==> src/rtl/prf_write_sequencer.sv <==
// Write-side sequencer for a single-port PRF: request FIFO plus registered write port.
// Define PRF_WSEQ_INIT_SWEEP_EN to zero every PRF entry after reset.
module prf_write_sequencer #(
    parameter int WORD_COUNT = 32,
    parameter int FIFO_DEPTH = 4
) (
    input  logic                          CLK,
    input  logic                          RESETN,
    input  logic                          REQ_VALID,
    output logic                          REQ_READY,
    input  logic [$clog2(WORD_COUNT)-1:0] REQ_ADDR,
    input  logic [31:0]                   REQ_DATA,
    input  logic [31:0]                   REQ_MASK,
    output logic                          WEC,
    output logic [31:0]                   BWC,
    output logic [31:0]                   DC,
    output logic [$clog2(WORD_COUNT)-1:0] AC,
    output logic                          INIT_DONE,
    output logic [$clog2(FIFO_DEPTH):0]   PENDING
);

    localparam int AW = $clog2(WORD_COUNT);
    localparam int PW = $clog2(FIFO_DEPTH);

    localparam logic [0:0] S_INIT = 1'b0;
    localparam logic [0:0] S_RUN  = 1'b1;

    logic [0:0]    state;
    logic [AW-1:0] fa [FIFO_DEPTH];
    logic [31:0]   fd [FIFO_DEPTH];
    logic [31:0]   fm [FIFO_DEPTH];
    logic [PW-1:0] wp;
    logic [PW-1:0] rp;
    logic [PW:0]   cnt;
    logic          push;
    logic          pop;

`ifdef PRF_WSEQ_INIT_SWEEP_EN
    logic [AW-1:0] sweep;
`endif

    // Readiness looks only at current occupancy, never at a same-cycle pop
    assign REQ_READY = INIT_DONE && (cnt < (PW+1)'(FIFO_DEPTH));
    assign push      = REQ_VALID && REQ_READY;
    assign pop       = (cnt != '0);
    assign PENDING   = cnt;

    always_ff @(posedge CLK) begin
        if (push) begin
            fa[wp] <= REQ_ADDR;
            fd[wp] <= REQ_DATA;
            fm[wp] <= REQ_MASK;
        end
    end

    always_ff @(posedge CLK or negedge RESETN) begin
        if (!RESETN) begin
            state     <= S_INIT;
            INIT_DONE <= 1'b0;
            wp        <= '0;
            rp        <= '0;
            cnt       <= '0;
            WEC       <= 1'b1;
            BWC       <= '1;
            DC        <= '0;
            AC        <= '0;
`ifdef PRF_WSEQ_INIT_SWEEP_EN
            sweep     <= '0;
`endif
        end else begin
            unique case (state)
                S_INIT: begin
`ifdef PRF_WSEQ_INIT_SWEEP_EN
                    WEC   <= 1'b0;
                    BWC   <= '0;
                    DC    <= '0;
                    AC    <= sweep;
                    sweep <= sweep + 1'b1;
                    if (sweep == AW'(WORD_COUNT - 1)) begin
                        state <= S_RUN;
                    end
`else
                    state     <= S_RUN;
                    INIT_DONE <= 1'b1;
`endif
                end
                S_RUN: begin
                    INIT_DONE <= 1'b1;
                    if (pop) begin
                        // An all-zero mask still consumes the entry but issues no write
                        WEC <= ~|fm[rp];
                        BWC <= ~fm[rp];
                        DC  <= fd[rp];
                        AC  <= fa[rp];
                        rp  <= rp + 1'b1;
                    end else begin
                        WEC <= 1'b1;
                        BWC <= '1;
                    end
                    if (push) begin
                        wp <= wp + 1'b1;
                    end
                    cnt <= cnt + (PW+1)'(push) - (PW+1)'(pop);
                end
                default: state <= S_INIT;
            endcase
        end
    end

endmodule

==> config.mk <==
export PLATFORM = sky130hd
export DESIGN_NAME = prf_write_sequencer
export DESIGN_NICKNAME = d
export VERILOG_FILES = /design/src/rtl/prf_write_sequencer.sv
export SDC_FILE = /design/constraint.sdc
export NUM_CORES = 1
export LEC_CHECK = 0
export CORE_ASPECT_RATIO = 0.5
export CORE_UTILIZATION = 33
export CTS_BUF_LIST = sky130_fd_sc_hd__clkbuf_4 sky130_fd_sc_hd__clkbuf_8
export DETAILED_ROUTE_END_ITERATION = 6
export SETUP_SLACK_MARGIN = 0.2
export SYNTH_ARGS = -nofsm -noshare
export SYNTH_HDL_FRONTEND = slang
export SYNTH_SLANG_ARGS = --single-unit
==> constraint.sdc <==
create_clock -name CLK -period 9.1 [get_ports CLK]
set_clock_uncertainty 0.15 [all_clocks]
set_input_delay 1.82 -clock CLK [delete_from_list [all_inputs] [get_ports CLK]]
set_output_delay 1.82 -clock CLK [all_outputs]
set_load 0.005 [all_outputs]
==> results.py, run 1 <==
metrics = {
    "clocking": {
        "cts.path.max_buffers": 3,
        "cts-root-buf": "clkbuf_8",
        "post_cts_buffers": 0,
        "numCtsBuffers": 52,
        "hold_buffers": 0,
        "htree_levels": 2,
        "cts_sinks": 354,
        "post_cts_resized": 0,
        "clk_latency_ns": 0.57,
        "path_clk_slew_ns": 0.06,
        "cts_tree": "done",
    },
    "pwr": {
        "p_total_mw": 4.73,
        "p_leak_nw": 5.41,
        "vdd_drop_max_v": 0.000126,
        "p_per_area_nw_per_um2": 293,
    },
    "timing": {
        "tightest_slew_ns": 1.06,
        "holdWs_ns": 0.340,
        "fin_ws_ns": 4.84,
        "post-route-period-util_pct": 46.8,
        "report.final.slew_viol_count": 0,
        "fmax_mhz": 235,
        "finalHoldViolCount": 0,
        "fin_tns_setup_ns": 0,
        "finalSetupViolCount": 0,
        "min_period_ns": 4.26,
        "slew_headroom_pct": 29.3,
        "rsz0062_at_grt": "false",
    },
    "synth": {
        "yosysSeqAreaShare_pct": 78.8,
        "synthArstFlopShare_pct": 22.0,
        "synth_common_cells": "276 x edfxtp_1, 59 x mux4_2, 45 x dfrtp_1, 38 x mux2_2, 33 x dfstp_2",
        "synth_top_cells_by_area": "edfxtp_1 64%, mux4_2 10%, dfrtp_1 8.6%",
        "synthCells": 598,
        "yosys.area_share.simple_pct": 1.95,
        "synth_compound_area_share_pct": 1.40,
        "synthFlopType": "edfxtp_1",
        "syn_area_per_cell_um2": 21.8,
        "netlist_area_um2": 13000,
        "synth_top_area_share_pct": 63.5,
        "syn_nets": 677,
        "ys_warn_count": 0,
        "ys_seq_elements": 354,
        "yosysUniqueCellTypes": 31,
        "synth_top_family_by_area": "multiplexers",
        "synth.most_common_cell": "edfxtp_1",
        "muxShareOfSynthArea_pct": 15.5,
        "synth_xor_area_share_pct": 0.336,
        "yosysTopAreaCell": "edfxtp_1",
        "synthAdderAreaFrac_pct": 0.729,
        "synth_edf_count": 276,
    },
    "detailed_routing": {
        "route.detailed.drc": 0,
        "vias_per_cell": 4.59,
        "wl_per_cell_um": 19.1,
        "drt_iter0_drc": 323,
        "firstDrtPassIters": 4,
        "wl_um": 25700,
        "vias": 6197,
        "antenna_left": 0,
    },
    "cells_and_area": {
        "fillers": 3451,
        "drive_gt1_share_pct": 28.4,
        "area_delta_synth_final_pct": 23.7,
        "finalNetCount": 856,
    },
    "placement": {
        "port_buffers": 146,
        "place_congestion": 0.702,
        "place_hpwl_um": 15100,
        "pre_cts_slack_ns": 4.86,
    },
    "grt": {
        "antenna_found_initial": 1,
        "grt_max_degree": 73,
        "grt_usage_pct": 12.8,
        "grt_pass1_vias": 6775,
        "overflow": 0,
        "grt_pass1_wl_um": 39100,
    },
    "min_path": {
        "min_path_type": "reg -> reg",
        "hold_start": "BWC[30]",
    },
    "die": {
        "design.core.area_um2": 38900,
        "row_count": 51,
        "initial_core_util_pct": 33.5,
        "die_y_um": 143,
        "dieWidth_um": 283,
        "io_pins": 147,
        "die_area_um2": 40400,
    },
    "worst_setup_path": {
        "cp_cell_sequence": "buf_4 > nor2b_1 > clkdlybuf4s50_1",
        "cpLargestDelayFamily": "buffers and inverters",
        "crit_type": "reg -> out",
        "cp.arrival_ns": 2.29,
        "worst-path-buf-inv": 2,
        "reg2reg_from": "rp[0]",
        "cpMaxStageDelayCell": "clkdlybuf4s50_1",
        "end_kind": "primary output",
        "cpPeakStageDelay_ns": 0.58,
        "cp.required_ns": 7.13,
        "cp-start-kind": "register",
        "critPathLaunch": "state",
        "cp_max_fo": 40,
    },
    "job": {
        "cap_violations": 0,
    },
    "run_status": {
        "status": "completed",
    },
}
==> power by group <==
group / switching, mW / internal [mW]
Sequential: 0.254 / 2.08
Clock: 0.560 / 0.675
Combinational: 0.428 / 0.742
==> path summary, 6_finish.rpt <==
check,endpoint,slack [ns],cells past startpoint
min,BWC[30],0.34,2
min in group asynchronous,state,1.12,1
max reg2reg,WEC,5.65,6
min reg2reg,BWC[30],0.34,2
max,REQ_READY,4.84,3
max in group asynchronous,rp[0],6.67,2
==> flip-flops by register name (all words and copies together), names as in the netlist <==
register and cells:
fm 128, wp 2, rp 2, fa 20, DC 32, BWC 32, fd 128, state 1
PENDING 3, AC 5, WEC 1
==> worst min-delay path, cell delays in order, from the launching register on <==
cell and delay (ns):
dfstp_2 0.37, nor2_1 0.08, a21oi_1 0.04
==> cells by family (layout without fill, tap and decap cells) <==
kind of cell,count (synthesis),count (layout)
other,1,2
xor gates and xnor gates,5,5
muxes,107,107
AOI/OAI and AO/OA,36,36
adders and majority gates,7,7
buffers and inverters,34,255
and+or+nand+nor,54,54
DFF,354,354
==> layout make-up <==
type	instances	area (um2)	share of cell area [%]
diodes	1	2.50	0.0155
multi-input cells	210	2620	16.2
repair buffers	153	1510	9.37
clock buffers	83	973	6.03
well taps	530	663	4.11
clock inverters	13	53.8	0.333
flip-flops and latches	354	10300	63.8
inverters	6	22.5	0.140
==> cell usage in the layout (no fill, tap or decap), types with 6 or more instances in the layout <==
cell	n
a21oi_1	32
buf_4	8
clkbuf_4	27
clkbuf_8	56
clkdlybuf4s50_1	145
clkinv_1	9
dfrtp_1	43
dfstp_2	33
edfxtp_1	276
ha_1	6
inv_1	6
mux2_2	38
mux4_1	10
mux4_2	59
nor2_1	32
nor4_1	7
==> metal layers <==
| metal | track usage, % | part of all wire, % |
|---|---|---|
| met3 | 2.63 | 3.8 |
| met5 | 0 | 0 |
| met1 | 14.2 | 38 |
| met2 | 24.5 | 56 |
| met4 | 4.47 | 2.0 |
==> per-stage QoR <==
step | cell area [um2] | utilization [%] | cells
finish | 16100 | 41.5 | 1350
global route | 16100 | 41.5 | 1350
CTS | 16100 | 41.4 | 1349
detailed placement | 15100 | 38.8 | 1253
global placement | 15100 | 38.8 | 1253
floorplan | 13000 | - | 598
Power figures use the tool's default switching activity.
==> run 2, diff against run 1 <==
==> constraint.sdc (replaced) <==
create_clock -name CLK -period 4.3 [get_ports CLK]
set_clock_uncertainty 0.15 [all_clocks]
set_input_delay 0.86 -clock CLK [delete_from_list [all_inputs] [get_ports CLK]]
set_output_delay 0.86 -clock CLK [all_outputs]
set_load 0.005 [all_outputs]
==> run 2 against run 1 <==
Clock-buffer cell count down 2. Non-clock buffer count up 4. Via count down 0.15%.
==> results.py, run 2 (synthesis gave the netlist of run 1 again) <==
metrics = {
    "cells_and_area": {
        "top_regs": "fd x128, fm x128",
        "finalNetCount": 861,
        "layout_common_cells": "276 x edfxtp_1, 145 x clkdlybuf4s50_1, 66 x clkbuf_8",
        "final_cell_area_um2": 16300,
        "drive_gt1_share_pct": 28.8,
        "num_antenna_cells": 0,
        "layout_commonest_cell": "edfxtp_1",
        "area_delta_synth_final_pct": 25.3,
        "fillers": 3428,
    },
    "min_path": {
        "min_path_type": "in -> async",
    },
    "worst_setup_path": {
        "end_kind": "primary output",
        "crit_type": "reg -> out",
        "reg2reg_from": "state",
        "cp.required_ns": 3.29,
        "cp-start-kind": "register",
        "worstRegToRegCells": 11,
        "reg2reg_slack_ns": 1.30,
        "r2r_end": "PENDING[2]",
        "cp.arrival_ns": 2.29,
        "cp_max_fo": 40,
    },
    "pwr": {
        "p_leak_nw": 5.49,
        "p_per_area_nw_per_um2": 630,
        "vdd_drop_max_v": 0.000230,
    },
    "detailed_routing": {
        "antenna_left": 0,
        "firstDrtPassIters": 4,
        "drt_iter0_drc": 357,
        "wl_um": 26100,
        "vias_per_cell": 4.56,
        "vias": 6188,
        "route.detailed.drc": 0,
        "wl_per_cell_um": 19.2,
    },
    "timing": {
        "tightest_slew_ns": 1.04,
        "finalSetupViolCount": 0,
        "holdWs_ns": 0.148,
        "report.final.slew_viol_count": 0,
        "rsz0062_at_grt": "false",
        "fmax_mhz": 303,
        "slew_headroom_pct": 30.4,
        "min_period_ns": 3.30,
        "finalHoldViolCount": 0,
        "post-route-period-util_pct": 76.7,
        "fin_tns_setup_ns": 0,
    },
    "clocking": {
        "cts-root-buf": "clkbuf_8",
        "post_cts_resized": 0,
        "path_clk_slew_ns": 0.06,
        "htree_levels": 2,
        "cts.path.max_buffers": 3,
        "numCtsBuffers": 53,
        "clk_latency_ns": 0.57,
        "cts_tree": "done",
        "cts_sinks": 354,
        "hold_buffers": 0,
        "post_cts_buffers": 0,
    },
    "placement": {
        "postPlaceCellArea_um2": 15200,
        "port_buffers": 146,
        "place_congestion": 0.731,
        "place_hpwl_um": 15500,
    },
    "die": {
        "die_area_um2": 40400,
        "dieWidth_um": 283,
        "row_count": 51,
        "initial_core_util_pct": 33.5,
        "io_pins": 147,
        "design.core.area_um2": 38900,
        "die_y_um": 143,
    },
    "grt": {
        "grt_pass1_vias": 6709,
        "grt_pass1_wl_um": 39900,
        "grt_usage_pct": 13.0,
        "antenna_found_initial": 0,
        "grt_max_degree": 73,
        "overflow": 0,
    },
    "run_status": {
        "status": "completed",
    },
    "job": {
        "cap_violations": 0,
    },
}
run 2: worst max-delay path by stage:
| stage | cells after the start | slack [ns] | to | start |
|---|---|---|---|---|
| 3_5_place_dp | 10 | 1.04 | PENDING[2] | REQ_VALID |
| 3_3_place_gp | 10 | 1.10 | PENDING[2] | REQ_VALID |
| 4_1_cts | 3 | 0.94 | REQ_READY | state |
| 2_1_floorplan | 1 | 1.19 | fa[3][0] | REQ_VALID |
| 6_report | 3 | 1.00 | REQ_READY | state |
| 5_1_grt | 3 | 0.82 | REQ_READY | state |
run 2: routing by layer:
| metal | wire [um] | GRT usage [%] | vias to the layer above |
|---|---|---|---|
| met5 | 0 | 0 | - |
| met1 | 10200 | 14.7 | 3271 |
| met3 | 822 | 2.82 | 40 |
| met4 | 353 | 3.30 | 0 |
| met2 | 14700 | 24.9 | 90 |
| li1 | - | - | 2787 |
run 2: where the power goes:
group	total (mW)	switching [mW]	internal (mW)
clock	2.88	1.25	1.63
combinational	2.59	0.998	1.59
sequential	4.84	0.444	4.39
run 2: layout make-up:
class                   count  area (um2)  area share, %
well taps                 530         663           4.06
flip-flops and latches    354       10300           63.0
inverters                   6        22.5          0.138
clock inverters            19         133          0.812
clock buffers              81        1020           6.25
multi-input cells         210        2620           16.0
repair buffers            157        1590           9.74
run 2: stage by stage:
stage / total power [mW] / worst slack [ns] / util [%] / std cells
6_report: 10.3 / 1.00 / 42.0 / 1357
5_1_grt: 10.8 / 0.819 / 42.0 / 1357
4_1_cts: 10.5 / 0.936 / 42.0 / 1357
3_5_place_dp: 7.58 / 1.04 / 39.0 / 1257
3_3_place_gp: 7.52 / 1.10 / 39.0 / 1257
2_1_floorplan: 6.27 / 1.19 / - / 598
run 2: critical path: stages (launching register included):
cell and delay, ns:
dfrtp_1 0.32, buf_4 0.40, nor2b_1 0.42, clkdlybuf4s50_1 0.58
